## config.mk

```make
export PLATFORM = sky130hd
export DESIGN_NAME = gorf_sample_fetch_flat
export DESIGN_NICKNAME = d
export VERILOG_FILES = /design/src/rtl/gorf_sample_fetch_if.sv /design/src/rtl/gorf_sample_fetch.sv /design/src/flat_wrapper.sv
export SDC_FILE = /design/constraint.sdc
export NUM_CORES = 1
export LEC_CHECK = 0
export ABC_AREA = 1
export CORE_ASPECT_RATIO = 1.75
export CORE_MARGIN = 1.5
export CORE_UTILIZATION = 41
export CTS_BUF_LIST = sky130_fd_sc_hd__clkbuf_8 sky130_fd_sc_hd__clkbuf_16
export CTS_CLUSTER_DIAMETER = 150
export DETAILED_ROUTE_END_ITERATION = 7
export PLACE_DENSITY = 0.63
export SLEW_MARGIN = 25
export SYNTH_ARGS = -nofsm -noshare
export SYNTH_HDL_FRONTEND = slang
export SYNTH_SLANG_ARGS = --single-unit
```

## constraint.sdc

```tcl
create_clock -name CLK -period 5.8 [get_ports CLK]
set_clock_uncertainty 0.1 [all_clocks]
set_input_delay 0.58 -clock CLK [delete_from_list [all_inputs] [get_ports CLK]]
set_output_delay 0.58 -clock CLK [all_outputs]
set_load 0.01 [all_outputs]
```

## src/rtl/gorf_sample_fetch_if.sv

```systemverilog
// Sample-player / DDRAM-arbiter signal bundle for the Gorf sample fetch stage.
// The slave modport is the fetch stage; the master modport is the environment
// around it (sample player request side plus DDRAM arbiter port).
interface gorf_sample_fetch_if;
  // Sample player side
  logic        s_enable;
  logic [23:0] s_addr;
  logic        s_read;
  logic [15:0] s_data;
  logic        s_ready;
  // DDRAM arbiter side
  logic        ddr_busy;
  logic        ddr_rd;
  logic [28:0] ddr_addr;
  logic [7:0]  ddr_burstcnt;
  logic [63:0] ddr_dout;
  logic        ddr_dout_ready;

  modport slave (
    input  s_enable, s_addr, s_read, ddr_busy, ddr_dout, ddr_dout_ready,
    output s_data, s_ready, ddr_rd, ddr_addr, ddr_burstcnt
  );

  modport master (
    output s_enable, s_addr, s_read, ddr_busy, ddr_dout, ddr_dout_ready,
    input  s_data, s_ready, ddr_rd, ddr_addr, ddr_burstcnt
  );
endinterface

```

## src/rtl/gorf_sample_fetch.sv

```systemverilog
// Gorf sample fetch: serves 16-bit sample reads from DDRAM through a one-line
// cache holding a single 64-bit word (four samples). One DDRAM read in flight
// at most; a request arriving while busy is parked in a one-deep pending slot.
module gorf_sample_fetch #(
  parameter logic [28:0] BASE_WADDR = 29'h0600_0000,
  parameter int          HIT_ENABLE = 1
) (
  input logic                 CLK,
  input logic                 I_RESET_L,
  gorf_sample_fetch_if.slave  bus
);

  typedef enum logic [1:0] {IDLE, ISSUE, WAIT, RESP} state_t;

  state_t      state_q, state_d;
  logic        s_read_d;
  logic        req, start, hit, discard, latch_req;
  logic        pend_q, valid_q, drop_q;
  logic [23:1] pend_addr, sel_addr;
  logic [20:0] sel_word, tag_q, cur_word;
  logic [1:0]  sel_lane, cur_lane;
  logic [63:0] line_q;
  logic [15:0] s_data_q;
  logic        s_ready_q, ddr_rd_q;
  logic [28:0] ddr_addr_q;
  logic        addr_bit0_unused;

  // Byte address bit 0 carries no information for 16-bit samples.
  assign addr_bit0_unused = bus.s_addr[0];

  // A request is the rising edge of s_read while samples are loaded.
  assign req       = bus.s_read & ~s_read_d & bus.s_enable;
  // Requests that cannot start right now go to the pending slot; this includes
  // a fresh edge in the same IDLE cycle that drains an older pending request.
  assign latch_req = req & ((state_q != IDLE) | pend_q);
  assign start     = (state_q == IDLE) & bus.s_enable & (pend_q | req);
  assign sel_addr  = pend_q ? pend_addr : bus.s_addr[23:1];
  assign sel_word  = sel_addr[23:3];
  assign sel_lane  = sel_addr[2:1];
  assign hit       = (HIT_ENABLE != 0) && valid_q && (tag_q == sel_word);
  // An in-flight read whose s_enable dropped finishes on the bus but is thrown away.
  assign discard   = drop_q | ~bus.s_enable;

  // State register.
  always_ff @(posedge CLK) begin
    if (!I_RESET_L) state_q <= IDLE;
    else            state_q <= state_d;
  end

  // Next-state logic.
  always_comb begin
    // NOTE: default assigned first so every path drives state_d and no latch is inferred.
    state_d = state_q;
    case (state_q)
      IDLE:    if (start) state_d = hit ? RESP : ISSUE;
      ISSUE:   if (!bus.ddr_busy) state_d = WAIT;
      WAIT:    if (bus.ddr_dout_ready) state_d = discard ? IDLE : RESP;
      RESP:    state_d = IDLE;
      default: state_d = IDLE;
    endcase
  end

  // Control registers and registered outputs.
  always_ff @(posedge CLK) begin
    // NOTE: sequential state uses non-blocking assignments so every register
    // samples pre-edge values, whatever order the statements appear in.
    if (!I_RESET_L) begin
      s_read_d   <= 1'b0;
      pend_q     <= 1'b0;
      valid_q    <= 1'b0;
      drop_q     <= 1'b0;
      s_ready_q  <= 1'b0;
      s_data_q   <= '0;
      ddr_rd_q   <= 1'b0;
      ddr_addr_q <= '0;
    end else begin
      s_read_d  <= bus.s_read;
      s_ready_q <= 1'b0;

      if (!bus.s_enable) pend_q <= 1'b0;
      else if (latch_req) pend_q <= 1'b1;
      else if (start)     pend_q <= 1'b0;

      case (state_q)
        IDLE: begin
          if (start) begin
            drop_q <= 1'b0;
            if (!hit) begin
              ddr_rd_q   <= 1'b1;
              ddr_addr_q <= BASE_WADDR + {8'b0, sel_word};
            end
          end
        end
        ISSUE: if (!bus.ddr_busy) ddr_rd_q <= 1'b0;
        WAIT:  if (bus.ddr_dout_ready && !discard) valid_q <= 1'b1;
        RESP: begin
          if (!discard) begin
            s_ready_q <= 1'b1;
            s_data_q  <= line_q[16*cur_lane +: 16];
          end
        end
        default: ;
      endcase

      // Disabling invalidates the line and marks any in-flight read for discard;
      // placed last so it overrides a fill in the same cycle.
      if (!bus.s_enable) begin
        valid_q <= 1'b0;
        if (state_q != IDLE) drop_q <= 1'b1;
      end
    end
  end

  // Datapath registers: line, tag and request addresses.
  always_ff @(posedge CLK) begin
    // NOTE: these are qualified by valid_q/pend_q/state, so they carry no reset
    // and never feed an output before being written.
    if (latch_req) pend_addr <= bus.s_addr[23:1];
    if (start) begin
      cur_word <= sel_word;
      cur_lane <= sel_lane;
    end
    if (state_q == WAIT && bus.ddr_dout_ready && !discard) begin
      line_q <= bus.ddr_dout;
      tag_q  <= cur_word;
    end
  end

  assign bus.s_data       = s_data_q;
  assign bus.s_ready      = s_ready_q;
  assign bus.ddr_rd       = ddr_rd_q;
  assign bus.ddr_addr     = ddr_addr_q;
  assign bus.ddr_burstcnt = 8'd1;

endmodule

```

## src/flat_wrapper.sv

```systemverilog
// flat-port wrapper written by rule: the top's interface ports become plain ports
module gorf_sample_fetch_flat 
#(
  parameter logic [28:0] BASE_WADDR = 29'h0600_0000,
  parameter int          HIT_ENABLE = 1
)
  (CLK, I_RESET_L, bus_s_enable, bus_s_addr, bus_s_read, bus_ddr_busy, bus_ddr_dout, bus_ddr_dout_ready, bus_s_data, bus_s_ready, bus_ddr_rd, bus_ddr_addr, bus_ddr_burstcnt);
  gorf_sample_fetch_if bus_i ();
  input logic CLK;
  input logic I_RESET_L;
  input wire logic [$bits(bus_i.s_enable)-1:0] bus_s_enable;
  input wire logic [$bits(bus_i.s_addr)-1:0] bus_s_addr;
  input wire logic [$bits(bus_i.s_read)-1:0] bus_s_read;
  input wire logic [$bits(bus_i.ddr_busy)-1:0] bus_ddr_busy;
  input wire logic [$bits(bus_i.ddr_dout)-1:0] bus_ddr_dout;
  input wire logic [$bits(bus_i.ddr_dout_ready)-1:0] bus_ddr_dout_ready;
  output wire logic [$bits(bus_i.s_data)-1:0] bus_s_data;
  output wire logic [$bits(bus_i.s_ready)-1:0] bus_s_ready;
  output wire logic [$bits(bus_i.ddr_rd)-1:0] bus_ddr_rd;
  output wire logic [$bits(bus_i.ddr_addr)-1:0] bus_ddr_addr;
  output wire logic [$bits(bus_i.ddr_burstcnt)-1:0] bus_ddr_burstcnt;
  assign bus_i.s_enable = bus_s_enable;
  assign bus_i.s_addr = bus_s_addr;
  assign bus_i.s_read = bus_s_read;
  assign bus_i.ddr_busy = bus_ddr_busy;
  assign bus_i.ddr_dout = bus_ddr_dout;
  assign bus_i.ddr_dout_ready = bus_ddr_dout_ready;
  assign bus_s_data = bus_i.s_data;
  assign bus_s_ready = bus_i.s_ready;
  assign bus_ddr_rd = bus_i.ddr_rd;
  assign bus_ddr_addr = bus_i.ddr_addr;
  assign bus_ddr_burstcnt = bus_i.ddr_burstcnt;
  gorf_sample_fetch #(.BASE_WADDR(BASE_WADDR), .HIT_ENABLE(HIT_ENABLE)) u_core (.CLK(CLK), .I_RESET_L(I_RESET_L), .bus(bus_i));
endmodule
```

==> impl_results.md <==
- CTS tree: built
- Sequential area share after synthesis: 66.5%
- CTS Root Cell: clkbuf_16
- Setup TNS: 0 ps
- Synth area leaders: edfxtp_1 (54%), dfxtp_1 (13%), nand2_1 (6.7%)
- Slew Limit Fails: 0
- Vias/cell: 4.79
- WHS: 319 ps
- Post-Syn Area: 7300 sq um
- Hold Vio Cnt, Final: 0
- Chip height: 179 um
- Maximum vdd drop: 0.189 mV
- RSZ-0062 raised after global routing: false
- Number of max-cap violations: 0
- CTS Sinks: 177
- Final Power: 3.17 mW
- Kind of end point of the critical path: flip-flop
- Share of cells above drive strength 1: 10.4%
- Largest area contributor in the netlist: edfxtp_1
- Arr. time, crit path: 3390 ps
- Final setup viols: 0
- CP max FO: 34
- Reg2reg end: u_core.bus.ddr_addr[0]
- R2r setup slk: 2660 ps
- Final period util: 54.1%
- Cts bufs inserted: 17
- Status: finished clean
- Global-route wire length before repair: 26.3 mm
- GP Congestion: 0.760
- Fmax: 0.319 GHz
- Row Count: 64
- Post-CTS sizing: 0
- Worst R2R Path Depth: 13
- Initial antenna violation count: 0
- Num ports: 149
- Gr ovfl total: 0
- Leak: 3.61 nW
- Syn-to-layout area delta: 28.3%
- DR iter-0 viols: 316
- GRT Util Overall: 18.1%
- Core area: 17500 sq um
- Final net count: 910
- Avg Inst Size Synth: 10.6 sq um
- Worst setup endpoint: u_core.bus.ddr_addr[0]
- Startpoint types: flip-flop
- FF+latch count, synth: 177
- Vias in the first global route: 5132
- Clock Pin Slew Worst Setup and Hold Paths: 70 ps
- Yosys top cell area share: 53.9%
- # hold bufs at CTS: 0
- Die width: 104 um
- Antenna diodes: 0
- DPL Wire Length: 11.4 mm
- Total vias in the final route: 5082
- Die area: 18600 sq um
- Final ANT Viol Nets: 0
- Critical path class: flip-flop to flip-flop
- Drc violations: 0
- PD cells: 339 nW/um^2
- WL final: 16.6 mm
- H-tree depth: 4
- Reg2reg start: u_core.pend_q
- TritonRoute pass-1 iters: 5
- Minimum clock period: 3140 ps
- Slew HR: 45.6%
- CP Launch Point: u_core.pend_q
- Layout fillers: 1586
- Count of cell types in the netlist: 26
- Initial core utilization: 41.8%
- I/O Buffers: 133
- Synthesized instance count: 689
- CP required: 6050 ps
- Postcts setup bufs: 0
- Hold Path Class: flip-flop to flip-flop
- Warnings from Yosys: 0
- Largest net degree at the start of global routing: 65
- Clk_lat worst skew: 430 ps
- Post-DR wirelength/cell: 15.7 um
- Slew @ Worst Pin: 816 ps
- CTS max path bufs: 2
routing by layer:
layer / part of all wire [%] / vias to the layer above / GRT usage (%) / wire length (um)
li1: - / 2515 / - / -
met2: 53 / 154 / 33.1 / 8820
met1: 40 / 2398 / 20.2 / 6680
met3: 5.3 / 15 / 4.60 / 884
met5: 0 / - / 0 / 0
met4: 1.3 / 0 / 6.00 / 223
worst min-delay path by stage:
stage,depth (start not counted),from,slack (ps),to
after floorplan,0,u_core.cur_word[0],300,u_core.tag_q[0]
after global placement,0,u_core.cur_word[12],300,u_core.tag_q[12]
after detailed placement,0,u_core.cur_word[0],310,u_core.tag_q[0]
after CTS,0,u_core.cur_word[0],320,u_core.tag_q[0]
after global routing,0,u_core.cur_word[0],330,u_core.tag_q[0]
final,0,u_core.cur_word[0],320,u_core.tag_q[0]
cells in the mapped netlist:
| master | count |
|---|---|
| conb_1 | 2 |
| nand4_1 | 1 |
| buf_2 | 3 |
| edfxtp_1 | 131 |
| nand3_1 | 42 |
| clkbuf_1 | 14 |
| a21oi_2 | 19 |
| nor3_1 | 1 |
| nand3b_1 | 8 |
| buf_4 | 18 |
| buf_6 | 5 |
| nand3_2 | 1 |
| nand2_1 | 130 |
| inv_2 | 1 |
| o21ai_0 | 36 |
| o31ai_1 | 1 |
| inv_6 | 1 |
| nor2_1 | 70 |
| dfxtp_1 | 46 |
| buf_1 | 3 |
| inv_1 | 91 |
| nor2_2 | 3 |
| nand2_2 | 20 |
| a21oi_1 | 25 |
| o32ai_1 | 16 |
| o21ai_1 | 1 |
layout by cell type (no fill, tap or decap):
cell             netlist  final
a21oi_1               25     25
nor2_4                 0      2
bufinv_16              0      2
buf_8                  0      1
nand3_1               42     41
inv_8                  0      1
o21ai_1                1      1
nor2_2                 3      3
buf_4                 18      5
dfxtp_1               46     46
edfxtp_1             131    131
a21oi_2               19     19
nand2_1              130    130
clkinv_1               0      1
nand3b_1               8      8
nor2_1                70     68
clkinvlp_4             0      2
clkbuf_16              0     17
nand2_2               20     20
nand4_1                1      1
clkdlybuf4s50_1        0    133
inv_6                  1      4
nand3_2                1      2
nor3_1                 1      1
o21ai_0               36     36
inv_2                  1      3
clkbuf_8               0      1
conb_1                 2     14
inv_1                 91     90
o31ai_1                1      1
o32ai_1               16     16
clkinv_4               0      4
metrics by stage:
step	util (%)	instance area, sq um	std cells	setup WS (ps)
after floorplan	-	7340	701	781
after global placement	50.1	8740	1027	2490
after detailed placement	50.1	8740	1027	2410
after CTS	53.5	9340	1059	2580
after global routing	53.6	9360	1060	2330
final	53.6	9360	1060	2660
cells by family (layout without fill, tap and decap cells):
kind of cell | after synthesis | after routing | share of synthesized area, %
AO/OA/AOI/OAI | 98 | 98 | 8.56
buffers and inverters | 136 | 264 | 8.56
flip-flops | 177 | 177 | 66.5
AND/OR/NAND/NOR | 276 | 276 | 16.3
other | 2 | 14 | 0.103
critical path, cell delays in order (launching register included):
cell	delay [ps]
dfxtp_1	310
buf_4	370
inv_6	180
nand2_1	120
nand2_1	100
nand2_1	70
o21ai_0	80
nor2_1	140
nand2_1	80
nor2_2	130
nand3_2	430
nand2_2	680
nand2_1	100
a21oi_1	150
cell type report:
class	count	area (sq um)	area share (%)
sequential	177	4850	51.9
tap	231	289	3.09
clock inverter	14	155	1.66
multi-input combinational	388	1880	20.1
timing repair buffer	139	1380	14.8
clock buffer	18	439	4.69
inverter	93	354	3.78
power by group:
group / internal (mW) / switching [mW]
Combinational: 0.194 / 0.282
Clock: 0.653 / 0.500
Sequential: 1.49 / 0.0479
Total: 2.34 / 0.831
flip-flops by register name (all words and copies together), names as in the netlist, 2 cells and up:
signal / flops
u_core.line_q: 64
u_core.pend_addr: 23
u_core.bus.ddr_addr: 22
u_core.cur_word: 21
u_core.tag_q: 21
u_core.bus.s_data: 16
u_core.cur_lane: 2
u_core.state_q: 2
Note: power is estimated with default switching activity, not from simulation.
